**config.mk**
```make
export PLATFORM = sky130hd
export DESIGN_NAME = pi_request_queue
export DESIGN_NICKNAME = d
export VERILOG_FILES = /design/src/rtl/pi_request_queue.sv
export SDC_FILE = /design/constraint.sdc
export NUM_CORES = 1
export LEC_CHECK = 0
export CAP_MARGIN = 5
export CORE_ASPECT_RATIO = 0.5
export CORE_MARGIN = 2
export CORE_UTILIZATION = 40
export DETAILED_ROUTE_END_ITERATION = 7
export GPL_ROUTABILITY_DRIVEN = 0
export SYNTH_ARGS = -nofsm -noshare
export SYNTH_HDL_FRONTEND = slang
export SYNTH_SLANG_ARGS = --single-unit
```
**constraint.sdc**
```tcl
create_clock -name SYSCLK -period 7.2 [get_ports SYSCLK]
set_input_delay 0.72 -clock SYSCLK [delete_from_list [all_inputs] [get_ports SYSCLK]]
set_output_delay 0.72 -clock SYSCLK [all_outputs]
set_load 0.005 [all_outputs]
```
**src/rtl/pi_request_queue.sv**
```systemverilog
// Posted-write request queue between the Pi register interface and the Amiga bus FSM.
// Optional feature: define PS16_POSTED_WRITE_EN to let BUSY drop while writes are queued.
module pi_request_queue #(
  parameter int DEPTH = 4,
  parameter int LW    = $clog2(DEPTH + 1)
) (
  input  logic          SYSCLK,
  input  logic          RESET,
  input  logic          PI_WR_STROBE,
  input  logic [2:0]    PI_A,
  input  logic [15:0]   PI_DATA,
  output logic          CMD_VALID,
  output logic [23:0]   CMD_ADDR,
  output logic [2:0]    CMD_FC,
  output logic          CMD_READ,
  output logic [1:0]    CMD_SIZE,
  output logic [31:0]   CMD_DATA,
  input  logic          CMD_TAKE,
  input  logic          CMD_DONE,
  output logic          BUSY,
  output logic          FULL,
  output logic [LW-1:0] LEVEL,
  output logic          OVERFLOW
);

  localparam logic [2:0] PI_REG_DATA_LO = 3'd0;
  localparam logic [2:0] PI_REG_DATA_HI = 3'd1;
  localparam logic [2:0] PI_REG_ADDR_LO = 3'd2;
  localparam logic [2:0] PI_REG_ADDR_HI = 3'd3;

  localparam logic ST_IDLE   = 1'b0;
  localparam logic ST_ISSUED = 1'b1;

  localparam int PW = LW - 1;
  localparam int CW = $clog2(DEPTH + 2);
  localparam int EW = 62;

  // Entry layout: {addr[61:38], fc[37:35], read[34], size[33:32], data[31:0]}
  logic [EW-1:0] mem [DEPTH];
  logic [EW-1:0] out_reg;
  logic [EW-1:0] head;
  logic [EW-1:0] new_entry;
  logic [EW-1:0] shown;
  logic [PW-1:0] rd_ptr;
  logic [PW-1:0] wr_ptr;
  logic [LW-1:0] level;
  logic [CW-1:0] rd_cnt;
  logic [31:0]   stg_data;
  logic [15:0]   stg_addr;
  logic          state;
  logic          overflow;
  logic          posted;
  logic          push;
  logic          push_ok;
  logic          pop;
  logic          done;
  logic          full;
  logic          valid;
  logic          rd_inc;
  logic          rd_dec;

`ifdef PS16_POSTED_WRITE_EN
  assign posted = 1'b1;
`else
  assign posted = 1'b0;
`endif

  always_comb begin
    head      = mem[rd_ptr];
    new_entry = {PI_DATA[7:0], stg_addr, PI_DATA[13:11], PI_DATA[10], PI_DATA[9:8], stg_data};
    full      = (level == LW'(DEPTH));
    valid     = (state == ST_IDLE) && (level != '0);
    push      = PI_WR_STROBE && (PI_A == PI_REG_ADDR_HI);
    pop       = CMD_TAKE && valid;
    // A full queue still accepts a commit when the head leaves in the same cycle.
    push_ok   = push && (!full || pop);
    done      = CMD_DONE && (state == ST_ISSUED);
    rd_inc    = push_ok && PI_DATA[10];
    rd_dec    = done && out_reg[34];
    shown     = (state == ST_ISSUED) ? out_reg : head;
  end

  always_ff @(posedge SYSCLK) begin
    if (RESET) begin
      for (int unsigned i = 0; i < DEPTH; i++) mem[i] <= '0;
      out_reg  <= '0;
      rd_ptr   <= '0;
      wr_ptr   <= '0;
      level    <= '0;
      rd_cnt   <= '0;
      stg_data <= '0;
      stg_addr <= '0;
      state    <= ST_IDLE;
      overflow <= 1'b0;
    end else begin
      if (PI_WR_STROBE) begin
        case (PI_A)
          PI_REG_DATA_LO: stg_data[15:0]  <= PI_DATA;
          PI_REG_DATA_HI: stg_data[31:16] <= PI_DATA;
          PI_REG_ADDR_LO: stg_addr        <= PI_DATA;
          default: ;
        endcase
      end

      if (push_ok) begin
        mem[wr_ptr] <= new_entry;
        wr_ptr      <= wr_ptr + 1'b1;
      end
      if (push && full && !pop) overflow <= 1'b1;

      if (pop) begin
        out_reg <= head;
        rd_ptr  <= rd_ptr + 1'b1;
        state   <= ST_ISSUED;
      end else if (done) begin
        state <= ST_IDLE;
      end

      case ({push_ok, pop})
        2'b10:   level <= level + 1'b1;
        2'b01:   level <= level - 1'b1;
        default: ;
      endcase

      case ({rd_inc, rd_dec})
        2'b10:   rd_cnt <= rd_cnt + 1'b1;
        2'b01:   rd_cnt <= rd_cnt - 1'b1;
        default: ;
      endcase
    end
  end

  assign CMD_VALID = valid;
  assign CMD_ADDR  = shown[61:38];
  assign CMD_FC    = shown[37:35];
  assign CMD_READ  = shown[34];
  assign CMD_SIZE  = shown[33:32];
  assign CMD_DATA  = shown[31:0];
  assign FULL      = full;
  assign LEVEL     = level;
  assign OVERFLOW  = overflow;
  assign BUSY      = full || (rd_cnt != '0) ||
                     (!posted && ((level != '0) || (state == ST_ISSUED)));

endmodule

```
==> results.txt, run 1 <==
----------------------------------------------------
[Die]
  Standard-cell rows ... 51
  Die Height ... 145 µm
  Area inside the core boundary ... 39100 µm²
  Starting density of the core ... approximately 41%
  DIE WIDTH ... 286 µm
  Die ar. ... 41500 µm²
  Boundary pin count ... 93

[Synthesis]
  Post-synthesis net count ... 1281
  Async S/R FF share, synth ... 0%
  Number of distinct library cells after synthesis ... between 40 and 50
  Number of synthesized flops with an enable pin ... 248
  Proportion of synthesized chip area in sequential cells ... between 60% and 70%
  Post-Syn Area per Cell ... about 13 µm²
  Top FF cell, synth ... sky130_fd_sc_hd__edfxtp_1
  Synthesized instance count ... 1254
  Syn. warnings ... 0
  Synth Register Bits ... 372
  Post-synth design cell area ... 15900 µm²

[Clock tree]
  Clk_lat worst skew ... between 0.5 and 0.6 ns
  Root buffer selected by CTS ... sky130_fd_sc_hd__clkbuf_16
  Number of hold buffers added after CTS ... 0
  Clock tree from TritonCTS ... yes
  CTS H-Tree Depth ... 2
  Num CTS Buffers ... 35
  Post-cts gate resize count ... 0
  Buffer count from post-CTS setup fixing ... 0
  Deepest clock path buffer count ... 3
  Total number of clock tree sinks ... 372
  Clock-pin slew of the registers on the worst-case setup and hold paths ... 0.06 ns

[GRT]
  Vias in the first global route ... 9850
  Remaining global-route overflow ... 0
  All-Layer GR Usage ... 18.5%
  Initial antenna violation count ... 0
  Maximum number of pins on one net before global-route repair ... 127
  First-pass GRT wire length ... ~59000 µm

[Timing]
  Pins Over Slew Limit ... 0
  Layout Skew ... 0.0118 ns
  Worst slew pin tran ... approximately 1.2 ns
  Slack of the critical path ... 3.08 ns
  Number of failing hold endpoints at the final stage ... 0
  Setup violators final ... 0
  Ratio of final minimum period to clock period ... 57.3%
  Setup tns final ... 0 ns
  Max-slew headroom ... 21.8%
  Minimum clock period ... 4.12 ns
  Fmax achieved ... about 240 MHz
  RSZ-0062 raised after global routing ... false

[Power]
  VDD IR max ... 0.000156 V
  Power density normalized to cell area ... 255 nW/µm²
  Pleak ... 0.00649 µW

[Finish]
  Share of post-route cells with drive strength above 1 ... 15.4%
  Area added between synthesis and finish ... 15.4%
  Layout Utilization ... 47.0%
  Fin nets ... 1335
  Layout fillers ... 3428
  Max reg flops ... around 250
  Antenna diode count ... 0

[Critical path]
  Type of origin of the critical path ... input port
  Endpoint type of the worst setup path ... register
  Slowest cell on the critical path ... sky130_fd_sc_hd__buf_4
  CP Cell Sequence ... clkdlybuf4s50_1 -> nand4b_2 -> a311oi_4 -> buf_4 -> and3_1 -> buf_4 -> and2_1
  Endpoint arrival time on the critical path ... around 4.5 ns
  Largest fanout of any net on the critical path ... 126
  Critical setup path kind ... in2reg
  Data required, critical path ... 7.59 ns
  Most used cell, CP ... sky130_fd_sc_hd__buf_4
  Max stage delay on crit path ... ~0.88 ns

[Detailed routing]
  Count of vias placed by the detailed router ... 9800
  First-pass detailed-route iteration total ... 5
  ANT nets after route ... 0
  Detail-routed net length per standard cell ... 20.5 µm
  Post-route DRC violation count ... 0
  Ratio of routed vias to standard cells ... approximately 5.3
  Routed Wire Length ... 38100 µm
  DRC marker count from the first detailed-route iteration ... roughly 830

[Hold path]
  Classification of the worst-slack hold path ... reg2reg

[Run status]
  Run status ... complete, no violations

[Job]
  Number of max-capacitance violations reported ... 0

[Place]
  Placed wire-length estimate ... between 20000 and 25000 µm
  Pre-CTS WS ... 2.51 ns
  Number of port buffers ... about 90

----------------------------------------------------
-- worst max-delay path: cells and delay by family --
kind,cells,cell delay (ns)
compound gates,1,0.37
simple gates,3,1.31
buf+inv,3,2.04
-- per-layer routing --
metal  global-route usage [%]  share of wire, %
met5                        0                 0
met2                     31.0                48
met4                     4.58               1.7
met3                     2.48               4.8
met1                     25.6                45
-- cell usage after synthesis, types with 2 or more instances --
cell                         n  area, µm²
sky130_fd_sc_hd__or3_1       4       25.0
sky130_fd_sc_hd__xor2_1      2       17.5
sky130_fd_sc_hd__nor3_1      5       25.0
sky130_fd_sc_hd__nor2b_1     2       12.5
sky130_fd_sc_hd__a21oi_1   114        571
sky130_fd_sc_hd__nor2_1     16       60.1
sky130_fd_sc_hd__nand2_1   226        848
sky130_fd_sc_hd__mux2_2     62        698
sky130_fd_sc_hd__a31o_2      2       17.5
sky130_fd_sc_hd__clkbuf_1   66        248
sky130_fd_sc_hd__nand2b_1    4       25.0
sky130_fd_sc_hd__inv_1       3       11.3
sky130_fd_sc_hd__nor4_1      3       18.8
sky130_fd_sc_hd__fa_1        2       40.0
sky130_fd_sc_hd__a31oi_1     2       12.5
sky130_fd_sc_hd__nor3b_1     2       15.0
sky130_fd_sc_hd__mux4_2     62       1400
sky130_fd_sc_hd__buf_1       5       18.8
sky130_fd_sc_hd__and2_1    187       1170
sky130_fd_sc_hd__and3_1     64        400
sky130_fd_sc_hd__xnor2_1     4       35.0
sky130_fd_sc_hd__clkbuf_2   12       60.1
sky130_fd_sc_hd__edfxtp_1  248       7450
sky130_fd_sc_hd__a21o_1      3       22.5
sky130_fd_sc_hd__dfxtp_1   124       2480
sky130_fd_sc_hd__or3b_2      2       17.5
sky130_fd_sc_hd__o21ai_0     3       15.0
sky130_fd_sc_hd__buf_2      10       50.1
sky130_fd_sc_hd__nand3_1     3       15.0
-- report_power, final --
| group | internal, µW | switching (µW) | total [µW] |
|---|---|---|---|
| Clock | 995 | 769 | 1760 |
| Sequential | 2350 | 50.1 | 2400 |
| Combinational | 257 | 265 | 522 |
-- kinds of logic (layout without fill, tap and decap cells) --
group	after synthesis	count (layout)	share of synthesized area, %
buffers and inverters	96	175	2.44
adder cells (fa/ha/maj)	3	3	0.330
XOR/XNOR	6	6	0.330
AO/OA/AOI/OAI	130	130	4.43
multiplexers	125	125	13.2
flip-flops	372	372	62.4
AND/OR/NAND/NOR	522	522	16.9
-- worst paths after layout --
kind | cells past startpoint | from | to | slack (ns)
worst min-delay path | 2 | out_reg[9] | out_reg[9] | 0.45
worst min register to register | 2 | out_reg[9] | out_reg[9] | 0.45
worst max register to register | 6 | LEVEL[1] | mem[2][46] | 3.60
worst max-delay path | 7 | PI_A[1] | mem[2][46] | 3.08
-- final cells by class --
class / count / area, µm² / area share [%]
inverter: 3 / 11.3 / 0.0613
timing repair buffer: 110 / 1050 / 5.73
tap: 530 / 663 / 3.61
clock buffer: 54 / 1040 / 5.66
sequential: 372 / 9940 / 54.1
multi-input combinational: 786 / 5630 / 30.6
clock inverter: 8 / 36.3 / 0.198
-- metrics by stage --
| stage | std cells | hold slack [ns] | power, µW | instance area [µm²] |
|---|---|---|---|---|
| floorplan | 1254 | 0.433 | 2730 | 15900 |
| global placement | 1801 | 0.438 | 2970 | 17300 |
| detailed placement | 1801 | 0.443 | 2980 | 17300 |
| CTS | 1863 | 0.454 | 4740 | 18400 |
| global route | 1863 | 0.472 | 4860 | 18400 |
| finish | 1863 | 0.452 | 4690 | 18400 |
-- layout by cell type (no fill, tap or decap), drive strengths merged, types with 2 or more instances in the layout --
cell	n
clkdlybuf4s50	91
edfxtp	248
inv	3
nand4b	2
o21ai	3
a31o	2
nand3	3
a21oi	114
dfxtp	124
nor2b	2
clkbuf	54
or3b	2
buf	19
fa	2
or3	4
nor3b	3
and3	64
a21o	3
mux2	62
xor2	2
and2	187
nand2b	4
nor4	3
nand2	226
nor3	5
clkinv	8
xnor2	4
mux4	62
a31oi	2
nor2	16
No activity file was read; power rests on OpenSTA's default activity.
==> run 2: changes to the inputs <==
==> constraint.sdc (replaced) <==
create_clock -name SYSCLK -period 3.81 [get_ports SYSCLK]
set_input_delay 0.381 -clock SYSCLK [delete_from_list [all_inputs] [get_ports SYSCLK]]
set_output_delay 0.381 -clock SYSCLK [all_outputs]
set_load 0.005 [all_outputs]
==> results.txt, run 2 (synthesis gave the netlist of run 1 again) <==
----------------------------------------------------
[Run status]
  Run status ... complete, no violations

[Die]
  Die ar. ... 41500 µm² (unchanged)
  Standard-cell rows ... 51 (unchanged)
  Die Height ... 145 µm (unchanged)
  Starting density of the core ... 40.8% (unchanged)
  DIE WIDTH ... 286 µm (unchanged)
  Boundary pin count ... 93 (unchanged)
  Area inside the core boundary ... 39100 µm² (unchanged)

[Power]
  Sequential power share ... 49.5% (-1.7 points)
  Logic pwr share ... 11.2% (about the same)
  VDD IR max ... 0.000227 V (+45%)
  Power density normalized to cell area ... 491 nW/µm² (+92%)
  Pleak ... 0.00661 µW (+1.8%)
  Switching power total ... 2130 µW (+97%)
  Share of total power in the clock network ... 39.3% (+1.7 points)
  Switching power share of the total ... 23.3% (+0.20 points)
  Cell-internal power ... 7010 µW (+95%)

[Critical path]
  Endpoint arrival time on the critical path ... 2.90 ns (-1.61 ns)
  CP Cell Sequence ... buf_4 -> mux4_2 -> mux2_2 -> clkdlybuf4s50_1
  Max stage delay on crit path ... 0.75 ns (-0.13 ns)
  Endpoint type of the worst setup path ... output pin
  Slowest cell on the critical path ... sky130_fd_sc_hd__dfxtp_2
  Critical setup path kind ... reg2out
  Largest fanout of any net on the critical path ... 21 (-83%)
  Data required, critical path ... 3.43 ns (-4.16 ns)
  Type of origin of the critical path ... register

[Timing]
  Setup tns final ... 0 ns (unchanged)
  Pins Over Slew Limit ... 0 (unchanged)
  Number of failing hold endpoints at the final stage ... 0 (unchanged)
  Ratio of final minimum period to clock period ... 86.2%
  Fmax achieved ... between 300 and 400 MHz
  RSZ-0062 raised after global routing ... false
  Minimum clock period ... roughly 3.3 ns
  Max-slew headroom ... 33.8% (+12 points)
  Slack of the critical path ... 0.526 ns (-2.55 ns)
  Layout Skew ... 0.0208 ns (+0.00899 ns)
  Setup violators final ... 0 (unchanged)
  Worst slew pin tran ... 0.993 ns (-0.180 ns)

[Finish]
  Area of the multi-input gates ... 5630 µm² (unchanged)
  Share of post-route cells with drive strength above 1 ... 16.4% (+1.0 points)
  Sequential cell area ... 9940 µm² (unchanged)
  Fin nets ... 1346 (+0.82%)
  Most common library cell in the layout ignoring fill and taps ... sky130_fd_sc_hd__edfxtp_1
  Layout fillers ... 3417 (-0.32%)
  Most frequent cells in the layout ... sky130_fd_sc_hd__edfxtp_1 (248), sky130_fd_sc_hd__nand2_1 (225), sky130_fd_sc_hd__and2_1 (187)
  Final Instance Count excl. Fillers ... 1879 (+0.86%)
  Max reg flops ... 248 (unchanged)
  Area added between synthesis and finish ... 17.0%

[Clock tree]
  Clk_lat worst skew ... 0.54 ns (about the same)
  Clock tree from TritonCTS ... yes
  Buffer count from post-CTS setup fixing ... 0 (unchanged)
  Root buffer selected by CTS ... sky130_fd_sc_hd__clkbuf_16
  Total number of clock tree sinks ... 372 (unchanged)
  Number of hold buffers added after CTS ... 0 (unchanged)
  CTS H-Tree Depth ... 2 (unchanged)
  Clock-pin slew of the registers on the worst-case setup and hold paths ... 0.06 ns (about the same)
  Post-cts gate resize count ... 0 (unchanged)
  Deepest clock path buffer count ... 3 (unchanged)
  Num CTS Buffers ... 37 (+5.7%)

[GRT]
  Maximum number of pins on one net before global-route repair ... 71 (-44%)
  All-Layer GR Usage ... 19.1% (+0.54 points)
  Remaining global-route overflow ... 0 (unchanged)
  Initial antenna violation count ... 2 (+2)
  First-pass GRT wire length ... 60500 µm (+2.3%)
  Vias in the first global route ... 10300 (+4.1%)

[Place]
  Pre-CTS WS ... 0.567 ns (-1.94 ns)
  Number of port buffers ... 92 (unchanged)
  Placed wire-length estimate ... 22200 µm (+3.3%)
  Placed cells ... 1810 (+0.50%)

[Hold path]
  Classification of the worst-slack hold path ... in2reg

[Detailed routing]
  Routed Wire Length ... 39300 µm (+3.0%)
  DRC marker count from the first detailed-route iteration ... 698 (-16%)
  Detail-routed net length per standard cell ... 20.9 µm (+2.2%)
  Count of vias placed by the detailed router ... 9857 (+0.58%)
  First-pass detailed-route iteration total ... 6 (+1)
  Post-route DRC violation count ... 0 (unchanged)
  ANT nets after route ... 0 (unchanged)
  Ratio of routed vias to standard cells ... 5.25 (-0.27%)

[Job]
  Number of max-capacitance violations reported ... 0 (unchanged)

----------------------------------------------------
run 2: changes by cell type in the layout (fill, tap and decap cells not counted), sizes merged:
cell | before | now
clkbuf | 54 | 55
inv | 3 | 4
clkinv | 8 | 9
diode | 0 | 1
clkinvlp | 0 | 2
bufinv | 0 | 1
buf | 19 | 28
run 2: worst paths after layout:
kind | from | endpoint | slack, ns | depth (start not counted)
worst max-delay path | register | CMD_ADDR[16] | 0.53 | 4
worst min-delay path | RESET | OVERFLOW | 0.39 | 2
worst max register to register | state | out_reg[34] | 1.23 | 6
worst min register to register | out_reg[33] | out_reg[33] | 0.45 | 2
run 2: cell type report:
| class | instances | share of cell area (%) |
|---|---|---|
| clock buffers | 55 | 5.88 |
| clock inverters | 13 | 0.504 |
| flip-flops and latches | 372 | 53.3 |
| repair buffers | 119 | 6.42 |
| multi-input cells | 786 | 30.2 |
| diodes | 1 | 0.0134 |
| inverters | 3 | 0.0604 |
| well taps | 530 | 3.56 |
run 2: metrics by stage:
stage | hold slack [ns] | total power (µW) | util [%] | cell area [µm²]
after CTS | 0.380 | 9240 | 47.7 | 18600
after global placement | 0.438 | 5630 | 44.6 | 17400
after global routing | 0.410 | 9480 | 47.7 | 18600
final | 0.391 | 9140 | 47.7 | 18600
after detailed placement | 0.444 | 5650 | 44.6 | 17400
after floorplan | 0.433 | 5160 | - | 15900
run 2: worst max-delay path: cells and delay by family, from the launching register on:
kind / cells / cell delay, ns
buffers and inverters: 2 / 0.89
multiplexers: 2 / 0.68
flip-flops: 1 / 0.75
run 2: metal layers:
metal	vias up	wire [µm]	track usage, %
li1	4599	-	-
met1	4992	17500	25.3
met2	222	19500	32.6
met3	44	1770	3.10
met4	0	579	4.79
met5	-	0	0
run 2: power by group through the flow:
stage | Combinational, µW | Clock, µW | Sequential (µW)
5_1_grt | 1110 | 3830 | 4550
6_report | 1020 | 3590 | 4530
4_1_cts | 1040 | 3670 | 4530
3_3_place_gp | 1020 | 0 | 4610
2_1_floorplan | 588 | 0 | 4570
3_5_place_dp | 1040 | 0 | 4620
==> run 3: changes to the inputs <==
--- a/config.mk
+++ b/config.mk
@@ -8,7 +8,7 @@
 export CAP_MARGIN = 5
 export CORE_ASPECT_RATIO = 0.5
 export CORE_MARGIN = 2
-export CORE_UTILIZATION = 40
+export CORE_UTILIZATION = 35
 export DETAILED_ROUTE_END_ITERATION = 7
 export GPL_ROUTABILITY_DRIVEN = 0
 export SYNTH_ARGS = -nofsm -noshare
==> results.txt, run 3 (synthesis gave the netlist of run 1 again) <==
----------------------------------------------------
[Detailed routing]
  Detail-routed net length per standard cell ... 19.9 µm (-4.9%)
  Routed Wire Length ... 38700 µm (-1.4%)
  ANT nets after route ... 0 (unchanged)
  Post-route DRC violation count ... 0 (unchanged)
  Ratio of routed vias to standard cells ... 5.09 (-2.9%)
  DRC marker count from the first detailed-route iteration ... 801 (+15%)
  Count of vias placed by the detailed router ... 9929 (+0.73%)
  First-pass detailed-route iteration total ... 5 (-1)

[Hold path]
  Worst Hold Endpoint ... stg_data[1]
  Classification of the worst-slack hold path ... in2reg
  Hold_sp ... RESET
  Depth of the worst hold-timing path ... 2 (unchanged)

[Finish]
  Area added between synthesis and finish ... 18.0%
  Max reg flops ... 248 (unchanged)
  Sequential cell area ... 9940 µm² (unchanged)
  Fin nets ... 1346 (unchanged)
  Area of the multi-input gates ... 5630 µm² (unchanged)
  Layout Utilization ... 41.7% (-6.0 points)
  Share of post-route cells with drive strength above 1 ... 16.5% (+0.062 points)
  Layout fillers ... 4105 (+20%)
  Most common library cell in the layout ignoring fill and taps ... sky130_fd_sc_hd__edfxtp_1
  Most frequent cells in the layout ... sky130_fd_sc_hd__edfxtp_1 (248), sky130_fd_sc_hd__nand2_1 (225), sky130_fd_sc_hd__and2_1 (187)

[Timing]
  Fmax achieved ... 312 MHz (+2.4%)
  Number of failing hold endpoints at the final stage ... 0 (unchanged)
  Ratio of final minimum period to clock period ... 84.2% (-2.0 points)
  Worst slew pin tran ... 0.963 ns (-0.0300 ns)
  Layout Skew ... 0.0143 ns (-0.00652 ns)
  Setup violators final ... 0 (unchanged)
  Max-slew headroom ... 35.8% (+2.0 points)
  RSZ-0062 raised after global routing ... false
  Minimum clock period ... 3.21 ns (-0.0765 ns)
  Pins Over Slew Limit ... 0 (unchanged)
  Hold_ws ... 0.392 ns (+0.000789 ns)
  Setup tns final ... 0 ns (unchanged)

[Clock tree]
  Clock-pin slew of the registers on the worst-case setup and hold paths ... 0.06 ns (about the same)
  Deepest clock path buffer count ... 3 (unchanged)
  Total number of clock tree sinks ... 372 (unchanged)
  Root buffer selected by CTS ... sky130_fd_sc_hd__clkbuf_16
  Buffer count from post-CTS setup fixing ... 0 (unchanged)
  Clk_lat worst skew ... 0.53 ns (about the same)
  Num CTS Buffers ... 38 (+2.7%)
  CTS H-Tree Depth ... 2 (unchanged)
  Number of hold buffers added after CTS ... 0 (unchanged)
  Post-cts gate resize count ... 0 (unchanged)
  Clock tree from TritonCTS ... yes

[Critical path]
  Largest fanout of any net on the critical path ... 20 (-4.8%)
  CP Cell Sequence ... buf_4 -> mux4_2 -> mux2_2 -> clkdlybuf4s50_1
  Type of origin of the critical path ... register
  Reg2Reg Launch Point ... LEVEL[1]
  Depth of the most critical reg-to-reg path ... 8 (+2)
  Reg2Reg Setup Slack ... 1.09 ns (-0.14 ns)
  Reg-to-reg critical path endpoint ... rd_cnt[2]
  Data required, critical path ... 3.43 ns (about the same)
  Max stage delay on crit path ... 0.78 ns (+0.03 ns)
  Endpoint arrival time on the critical path ... 2.83 ns (-0.07 ns)
  Critical setup path kind ... reg2out
  Endpoint type of the worst setup path ... output pin
  Number of buffer and inverter stages on the critical path ... 2 (unchanged)
  Worst path top cell family by delay ... buffers and inverters
  Slowest cell on the critical path ... sky130_fd_sc_hd__dfxtp_2

[GRT]
  Remaining global-route overflow ... 0 (unchanged)
  Vias in the first global route ... 10100 (-1.8%)
  Maximum number of pins on one net before global-route repair ... 81 (+14%)
  First-pass GRT wire length ... 59400 µm (-1.9%)
  All-Layer GR Usage ... 16.3% (-2.7 points)
  Initial antenna violation count ... 1 (-1)

[Run status]
  Run status ... complete, no violations

[Die]
  DIE WIDTH ... 306 µm (+6.8%)
  Boundary pin count ... 93 (unchanged)
  Die Height ... 155 µm (+6.7%)
  Die ar. ... 47300 µm² (+14%)
  Standard-cell rows ... 55 (+7.8%)
  Area inside the core boundary ... 45000 µm² (+15%)
  Starting density of the core ... 35.4% (-5.4 points)

[Place]
  Placed wire-length estimate ... 22700 µm (+2.0%)
  Number of port buffers ... 92 (unchanged)

[Job]
  Number of max-capacitance violations reported ... 0 (unchanged)

[Power]
  Pleak ... 0.00664 µW (+0.49%)
  VDD IR max ... 0.000278 V (+22%)
  Power density normalized to cell area ... 496 nW/µm² (+1.1%)

----------------------------------------------------
[run 3: cell types whose count changed in the layout (fill, tap and decap cells not counted)]
cell | before | now
sky130_fd_sc_hd__inv_6 | 1 | 0
sky130_fd_sc_hd__clkinv_2 | 5 | 3
sky130_fd_sc_hd__nor2_2 | 0 | 1
sky130_fd_sc_hd__clkbuf_8 | 6 | 7
sky130_fd_sc_hd__clkbuf_16 | 39 | 41
sky130_fd_sc_hd__clkinv_1 | 4 | 5
sky130_fd_sc_hd__buf_4 | 22 | 21
sky130_fd_sc_hd__bufinv_16 | 1 | 2
sky130_fd_sc_hd__nor3b_1 | 2 | 1
sky130_fd_sc_hd__nor3b_2 | 0 | 1
sky130_fd_sc_hd__diode_2 | 1 | 2
sky130_fd_sc_hd__nor2_4 | 2 | 1
[run 3: worst max-delay path by stage]
stage | from | endpoint | slack [ns] | depth (start not counted)
2_1_floorplan | PI_A[2] | mem[1][0] | 0.57 | 4
3_3_place_gp | CMD_TAKE | rd_cnt[2] | 0.76 | 9
3_5_place_dp | CMD_TAKE | rd_cnt[2] | 0.71 | 9
4_1_cts | register | CMD_DATA[27] | 0.53 | 4
5_1_grt | register | CMD_DATA[19] | 0.48 | 4
6_report | register | CMD_DATA[18] | 0.60 | 4
[run 3: where the power goes]
group          leakage (µW)  total (µW)  switching, µW  internal [µW]
registers           0.00357        4520           76.9           4450
logic               0.00246        1030            525            504
clock network      0.000616        3770           1530           2240
[run 3: area by class of cell]
| cell class | count | area share, % |
|---|---|---|
| flip-flops and latches | 372 | 52.9 |
| multi-input cells | 786 | 30.0 |
| repair buffers | 118 | 6.33 |
| clock buffers | 58 | 6.17 |
| well taps | 598 | 3.98 |
| clock inverters | 12 | 0.579 |
| inverters | 3 | 0.0599 |
| diodes | 2 | 0.0266 |
[run 3: through the flow]
stage / power [µW] / instance area, µm² / setup slack (ns) / std cells
floorplan: 5160 / 15900 / 0.575 / 1254
global placement: 5630 / 17500 / 0.763 / 1877
detailed placement: 5660 / 17500 / 0.715 / 1877
CTS: 9410 / 18800 / 0.528 / 1947
global route: 9640 / 18800 / 0.478 / 1948
finish: 9320 / 18800 / 0.603 / 1949
[run 3: worst reg2reg max path: cells and delay by family, from the launching register on]
kind,cells,cell delay [ns]
AO/OA/AOI/OAI,2,0.72
adder cells (fa/ha/maj),2,0.64
AND/OR/NAND/NOR,3,0.63
flip-flops,1,0.50
XOR/XNOR,1,0.15
[run 3: per-layer routing]
layer / vias up / GRT usage (%) / wire length [µm]
li1: 4605 / - / -
met1: 5050 / 20.6 / 16800
met2: 212 / 28.5 / 19200
met3: 62 / 2.66 / 1690
met4: 0 / 5.79 / 1080
met5: - / 0 / 0
